## config.mk

```make
export PLATFORM = sky130hd
export DESIGN_NAME = ahblite_master_arbiter
export DESIGN_NICKNAME = d
export VERILOG_FILES = /design/src/rtl/ahblite_master_arbiter.sv
export SDC_FILE = /design/constraint.sdc
export NUM_CORES = 1
export LEC_CHECK = 0
export ABC_AREA = 1
export BUFFER_PORTS_ARGS = -buffer_cell sky130_fd_sc_hd__buf_2
export CORE_AREA = 3 3 132 134
export DETAILED_ROUTE_END_ITERATION = 16
export DIE_AREA = 0 0 135 137
export PLACE_DENSITY_LB_ADDON = 0.05
export RECOVER_POWER = 100
export SETUP_SLACK_MARGIN = 0.05
export SLEW_MARGIN = 20
export SYNTH_ARGS = -nofsm -noshare
export SYNTH_HDL_FRONTEND = slang
export SYNTH_SLANG_ARGS = --single-unit
```

## constraint.sdc

```tcl
create_clock -name HCLK -period 1.2 [get_ports HCLK]
set_input_delay 0.24 -clock HCLK [delete_from_list [all_inputs] [get_ports HCLK]]
set_output_delay 0.24 -clock HCLK [all_outputs]
set_load 0.01 [all_outputs]
```

## src/rtl/ahblite_master_arbiter.sv

```systemverilog
// Two-master AHB-Lite arbiter: forwards the address-phase owner's signals to the shared
// slave-side bus, tracks the data-phase owner, and routes HREADY/HRESP/HRDATA back.
// Optional: define AHB_ARB_PARK_EN to park the bus on DEFAULT_MASTER when nobody requests.
module ahblite_master_arbiter #(
  parameter bit DEFAULT_MASTER = 1'b0
) (
  input  logic        HCLK,
  input  logic        HRESETn,
  input  logic [31:0] M0_HADDR,
  input  logic [1:0]  M0_HTRANS,
  input  logic        M0_HWRITE,
  input  logic [2:0]  M0_HSIZE,
  input  logic [2:0]  M0_HBURST,
  input  logic [3:0]  M0_HPROT,
  input  logic        M0_HMASTLOCK,
  input  logic [31:0] M0_HWDATA,
  input  logic [31:0] M1_HADDR,
  input  logic [1:0]  M1_HTRANS,
  input  logic        M1_HWRITE,
  input  logic [2:0]  M1_HSIZE,
  input  logic [2:0]  M1_HBURST,
  input  logic [3:0]  M1_HPROT,
  input  logic        M1_HMASTLOCK,
  input  logic [31:0] M1_HWDATA,
  output logic        M0_HREADY,
  output logic        M0_HRESP,
  output logic [31:0] M0_HRDATA,
  output logic        M1_HREADY,
  output logic        M1_HRESP,
  output logic [31:0] M1_HRDATA,
  output logic [31:0] HADDR,
  output logic [1:0]  HTRANS,
  output logic        HWRITE,
  output logic [2:0]  HSIZE,
  output logic [2:0]  HBURST,
  output logic [3:0]  HPROT,
  output logic        HMASTLOCK,
  output logic [31:0] HWDATA,
  output logic        HMASTER,
  input  logic        HREADY,
  input  logic        HRESP,
  input  logic [31:0] HRDATA
);

  logic addr_owner_q, addr_owner_d;
  logic data_owner_q, data_owner_d;
  logic data_active_q, data_active_d;
  logic locked_q, locked_d;

  logic owner_idle;
  logic other_req;
  logic switch_req;
  logic m0_data;
  logic m1_data;

  // Address/control mux from the address-phase owner; write data from the data-phase owner.
  always_comb begin
    if (addr_owner_q) begin
      HADDR     = M1_HADDR;
      HTRANS    = M1_HTRANS;
      HWRITE    = M1_HWRITE;
      HSIZE     = M1_HSIZE;
      HBURST    = M1_HBURST;
      HPROT     = M1_HPROT;
      HMASTLOCK = M1_HMASTLOCK;
    end else begin
      HADDR     = M0_HADDR;
      HTRANS    = M0_HTRANS;
      HWRITE    = M0_HWRITE;
      HSIZE     = M0_HSIZE;
      HBURST    = M0_HBURST;
      HPROT     = M0_HPROT;
      HMASTLOCK = M0_HMASTLOCK;
    end
    HWDATA  = data_owner_q ? M1_HWDATA : M0_HWDATA;
    HMASTER = addr_owner_q;
  end

  // Next-state: arbitration and data-phase tracking advance only when the bus is ready.
  always_comb begin
    owner_idle    = (HTRANS == 2'b00);
    other_req     = addr_owner_q ? M0_HTRANS[1] : M1_HTRANS[1];
    switch_req    = owner_idle && !locked_q && !HMASTLOCK && other_req;
    addr_owner_d  = addr_owner_q;
    data_owner_d  = data_owner_q;
    data_active_d = data_active_q;
    locked_d      = locked_q;
    if (HREADY) begin
      data_owner_d  = addr_owner_q;
      data_active_d = HTRANS[1];
      locked_d      = HMASTLOCK;
      if (switch_req) begin
        addr_owner_d = ~addr_owner_q;
`ifdef AHB_ARB_PARK_EN
      end else if (owner_idle && !locked_q && !M0_HTRANS[1] && !M1_HTRANS[1]) begin
        addr_owner_d = DEFAULT_MASTER;
`endif
      end
    end
  end

  // State registers with synchronous reset; in-flight transfers are dropped on reset.
  always_ff @(posedge HCLK) begin
    if (!HRESETn) begin
      addr_owner_q  <= DEFAULT_MASTER;
      data_owner_q  <= DEFAULT_MASTER;
      data_active_q <= 1'b0;
      locked_q      <= 1'b0;
    end else begin
      addr_owner_q  <= addr_owner_d;
      data_owner_q  <= data_owner_d;
      data_active_q <= data_active_d;
      locked_q      <= locked_d;
    end
  end

  // Response routing: a requesting non-owner is stalled, an idle non-owner sees ready.
  always_comb begin
    m0_data   = !data_owner_q && data_active_q;
    m1_data   = data_owner_q && data_active_q;
    M0_HREADY = (!addr_owner_q || m0_data) ? HREADY : ~M0_HTRANS[1];
    M1_HREADY = (addr_owner_q || m1_data) ? HREADY : ~M1_HTRANS[1];
    M0_HRESP  = m0_data ? HRESP : 1'b0;
    M1_HRESP  = m1_data ? HRESP : 1'b0;
    M0_HRDATA = !data_owner_q ? HRDATA : 32'h0;
    M1_HRDATA = data_owner_q ? HRDATA : 32'h0;
  end

endmodule

```

==> flow_summary.ini, run 1 <==
[layout]
post-route-util_pct = 34.13
layout.cells.non_filler = 972
drive_gt1_share_pct = 78.96
nNetsFinal = 944
area_growth_pct = 208.2

[placement]
port_buffers = 338
dp_hpwl_um = 9861
dp.cells = 935
routabilityCongestion = 0.7111

[floorplanning]
fp-row-count = 47
die_w_um = 135
core_region_area_um2 = 16410
fp.dieH_um = 137
start_util_pct = 11.07
die_area_um2 = 18500
io_pins = 339

[synth]
syn-cell-area_um2 = 1817
ys_warn_count = 0
synth_common_cells = 180 x nand2_1, 79 x inv_1, 36 x nor2_1
synth_edf_count = 0
synth_flop_cell = dfxtp_1
netlist_instances = 375
synth.top_cell.area_share_pct = 37.19
synthDistinctLibCells = 15
async_reset_ff_share_pct = 0
yosysSeqAreaShare_pct = 4.408
syn_nets = 567
ys_ff_latch = 4
syn_avg_cell_area_um2 = 4.845
synth_area_leader_cell = nand2_1
synth.area.top_cells = nand2_1 37%, mux2_2 20%, inv_1 16%, nor2_1 7.4%, dfxtp_1 4.4%
synth_most_common_cell = nand2_1

[global_routing]
met1_usage_pct = 11.67
grt_pass1_wl_um = 17750
antenna_found_initial = 1
grt_use_met3_pct = 2.022
grt_max_degree = 16
use_met2_pct = 25.54
grt-ovfl-total = 0
grt_pass1_vias = 3519
top_usage_layer = met2
grt_usage_pct = 11.82

[route]
first_pass_iters = 4
num_vias = 3623
first_iter_violations = 50
viasPerCell = 3.727
wirelength_um = 12640
antenna_left = 0
wl_per_cell_um = 13.01
drc_errors = 0

[critical_path]
arrival_ns = 1.30
crit_slowest_cell = dfxtp_4
timing.rr.start = HMASTER
crit_type = reg -> out
start_kind = flip-flop
path_cells = buf_12 -> mux2_2 -> buf_6
ff2ff_setup_slack_ns = -0.20
cp.required_ns = 0.96
r2r_end = HMASTER
worstPathMaxFanout = 14
r2r_cells = 11
crit_path_max_incr_delay_ns = 0.40
cp-end-kind = primary output

[status]
status = finished, violations left
violations = negative setup slack

[cts]
cts_inserted_buffers = 3
clock-root-buffer = clkbuf_16
htree_levels = 1
insertion_delay_ns = 0.22
cts.sinks = 4
cts_tree = built
cts_buffer_depth = 2
clkTransAtPathRegs_ns = 0.03
cts_hold_buf = 0

[sta]
fmax_mhz = 651.3
worstMarginPinSlew_ns = 0.2979
setup_viol = 150
fin_crit_sh_pct = 128.0
finalHoldViolCount = 0
slew_viol_final = 0
maxSlewHeadroom_pct = 80.12
min_period_ns = 1.535
rsz0062_at_grt = true
postLayoutSetupSlackWorst_ns = -0.3354
finalClockSkew_ns = 0.003596

[pwr]
cellLeakagePower_nw = 3.478
power.density_nw_per_um2 = 452.7
fin_total_pwr_mw = 2.534
ir_worst_vdd_v = 0.0003027

[job]
cap_violations = 0

[min_path]
min-delay-path-class = in -> reg
whs_endpoint = data_owner_q
min_from = HREADY
hold_depth = 2
[critical path: cells and delay by family (launching register included)]
kind,cells,cell delay [ns]
DFF,1,0.40
muxes,1,0.37
buffers and inverters,2,0.30
[how the worst max path moves through the flow]
stage,start,endpoint
after floorplan,data_owner_q,HWDATA[15]
final,data_owner_q,HWDATA[26]
after CTS,data_owner_q,HWDATA[30]
after global placement,HMASTER,HMASTER
after global routing,data_owner_q,HWDATA[26]
after detailed placement,data_owner_q,HWDATA[30]
[cell usage in the layout, fill, tap and decap left out, types with 2 or more instances in the layout]
master	Yosys	routed
buf_2	13	283
buf_6	3	76
nand2_1	180	72
inv_1	79	68
nand2_2	5	63
nand2_4	0	50
mux2_2	32	30
nor2_2	2	17
buf_12	0	14
nor2_4	0	13
buf_4	6	12
inv_2	0	10
nor2_1	36	8
buf_16	0	5
clkbuf_16	0	4
o21ai_2	0	3
a21oi_1	4	3
dfxtp_4	0	2
mux2_4	0	2
nand3_1	3	2
dfxtp_1	4	2
buf_8	0	2
[state kept, by name, indices dropped and copies added (netlist names)]
signal and flops:
data_active_q 1, HMASTER 1, locked_q 1, data_owner_q 1
[cell type report]
type / count / area (um^2)
fillers: 1759 / 10810
repair inverters: 1 / 8.758
clock buffers: 4 / 78.83
flip-flops and latches: 4 / 87.58
repair buffers: 393 / 2835
multi-input cells: 269 / 1992
diodes: 1 / 2.502
well taps: 220 / 275.3
inverters: 80 / 319.1
[timing repair]
action,CTS,global route
cloned,9,1
endpoints found under the setup margin,150,150
pin swaps,26,41
gates resized for setup,168,124
buffers inserted,27,1
hold endpoints to repair,0,0
[metal layers]
layer,vias to the layer above,wire length [um]
li1,1837,-
met1,1616,3992
met2,162,7573
met3,8,975
met4,0,99
met5,-,0
[power by group]
part	switching, mW	internal (mW)
combinational	0.858	0.998
clock	0.0918	0.439
sequential	0.00868	0.139
total	0.958	1.58
[cells by family after synthesis]
logic type / count (synthesis) / synth area share, %
DFF: 4 / 4.408
muxes: 32 / 19.83
buffers and inverters: 102 / 24.86
and+or+nand+nor: 227 / 48.14
AOI/OAI and AO/OA: 10 / 2.755
[through the flow]
step / hold slack [ns] / worst slack (ns) / cell area [um^2] / TNS (ns)
finish: 0.2495 / -0.3354 / 5599 / -35.97
global route: 0.2626 / -0.3797 / 5599 / -43.51
global placement: 0.4777 / -0.09169 / 3981 / -5.558
CTS: 0.2433 / -0.3419 / 5127 / -40.16
detailed placement: 0.4761 / -0.1102 / 3981 / -6.649
floorplan: 0.3294 / 0.01872 / 1971 / 0
Power figures use the tool's default switching activity.
==> run 2, diff against run 1 <==
==> constraint.sdc (replaced) <==
create_clock -name HCLK -period 1.2 [get_ports HCLK]
set_input_delay 0.24 -clock HCLK [delete_from_list [all_inputs] [get_ports HCLK]]
set_output_delay 0.24 -clock HCLK [all_outputs]
set_load 0.005 [all_outputs]
==> flow_summary.ini, run 2 (synthesis results as in run 1) <==
[placement]
dp_hpwl_um = 9420
port_buffers = 338
pre_cts_slack_ns = -0.09464
placed_cell_area_um2 = 3832
routabilityCongestion = 0.7608

[global_routing]
grt_usage_pct = 11.18
grt_pass1_wl_um = 16700
grt_max_degree = 33
grt-ovfl-total = 0
grt_pass1_vias = 3412
antenna_found_initial = 0

[critical_path]
cp-end-kind = primary output
r2r_end = HMASTER
r2r_cells = 10
crit_family = flip-flops
crit_type = reg -> out
timing.rr.start = HMASTER
crit_buf_inv = 2
crit_slowest_cell = dfxtp_4
ff2ff_setup_slack_ns = -0.15
crit_path_max_incr_delay_ns = 0.39
arrival_ns = 1.29
worstPathMaxFanout = 14
cp.required_ns = 0.96
path_cells = clkbuf_16 -> mux2_2 -> buf_2
start_kind = flip-flop

[cts]
cts_tree = built
clkTransAtPathRegs_ns = 0.03
insertion_delay_ns = 0.23
cts.sinks = 4
cts_buffer_depth = 2
clock-root-buffer = clkbuf_16
cts_inserted_buffers = 3
cts_hold_buf = 0
htree_levels = 1

[floorplanning]
fp.dieH_um = 137
io_pins = 339
die_area_um2 = 18500
die_w_um = 135
core_region_area_um2 = 16410
fp-row-count = 47
start_util_pct = 11.07

[layout]
drive_gt1_share_pct = 69.11
area_growth_pct = 167.9
post-route-cell-area_um2 = 4867
layout_common_cells = 320 x buf_2, 113 x nand2_1, 76 x inv_1, 49 x nand2_2, 31 x buf_6
post-route-util_pct = 29.67
n_fill_cell = 1881
nNetsFinal = 931
final_common_cell = buf_2
diodes = 0

[pwr]
cellLeakagePower_nw = 3.267
ir_worst_vdd_v = 0.0003650
power.density_nw_per_um2 = 437.6

[sta]
whs_ns = 0.2488
slew_viol_final = 0
fmax_mhz = 652.1
postLayoutSetupSlackWorst_ns = -0.3335
setup_viol = 148
maxSlewHeadroom_pct = 82.91
rsz0062_at_grt = true
finalHoldViolCount = 0
fin_crit_sh_pct = 127.8
finalClockSkew_ns = 0.002563
min_period_ns = 1.533
worstMarginPinSlew_ns = 0.2561

[status]
status = finished, violations left
violations = negative setup slack

[route]
antenna_left = 0
viasPerCell = 3.699
first_iter_violations = 38
wl_per_cell_um = 12.97
wirelength_um = 12420
num_vias = 3544
drc_errors = 0
first_pass_iters = 4

[min_path]
min-delay-path-class = in -> reg
whs_endpoint = data_owner_q
hold_depth = 2
min_from = HREADY

[job]
cap_violations = 0
run 2: changes by cell type in the layout (fill, tap and decap cells not counted), sizes merged:
cell | previous run | this run
buf | 392 | 377
diode | 1 | 0
clkbuf | 5 | 7
run 2: how the worst max path moves through the flow:
stage                       startpoint          to  slack (ns)  cells after the start
after global routing      data_owner_q  HWDATA[20]       -0.36                      3
after detailed placement  data_owner_q  HWDATA[17]       -0.09                      3
after global placement         HMASTER      HWRITE       -0.09                      5
after floorplan                HMASTER    HADDR[0]        0.03                      5
final                     data_owner_q  HWDATA[20]       -0.33                      3
after CTS                 data_owner_q  HWDATA[17]       -0.34                      3
run 2: power breakdown:
| group | total (mW) | switching, mW | internal, mW |
|---|---|---|---|
| clock | 0.538 | 0.0987 | 0.439 |
| sequential | 0.149 | 0.00966 | 0.139 |
| combinational | 1.44 | 0.629 | 0.814 |
run 2: through the flow:
stage                     TNS, ns  power [mW]  std cells
after floorplan                 0      0.6071        375
after global placement     -5.628       1.324        924
after detailed placement   -5.566       1.317        924
after CTS                  -32.87       2.049        955
after global routing       -38.12       2.313        958
final                      -29.62       2.130        958
run 2: final cells by class:
cell class                      instances  area (um^2)  share of cell area, %
Clock buffer                            4        78.83                  1.620
Timing Repair Buffer                  380         2466                  50.67
Timing Repair inverter                  1        11.26                 0.2314
Inverter                               80        307.8                  6.324
Multi-Input combinational cell        269         1640                  33.70
Sequential cell                         4        87.58                  1.799
Tap cell                              220        275.3                  5.656
run 2: timing repair:
item	4_1_cts	5_1_grt
gates cloned	8	4
endpoints found under the hold margin	0	0
pin swaps	36	45
gates resized for setup	99	71
endpoints found under the setup margin	148	150
buffers inserted	19	3
run 2: layer usage:
layer | global-route usage [%] | part of all wire (%) | up-vias
li1 | - | - | 1813
met1 | 11.13 | 33 | 1523
met2 | 22.71 | 55 | 206
met3 | 3.603 | 11 | 2
met4 | 1.848 | 0.45 | 0
met5 | 0 | 0 | -
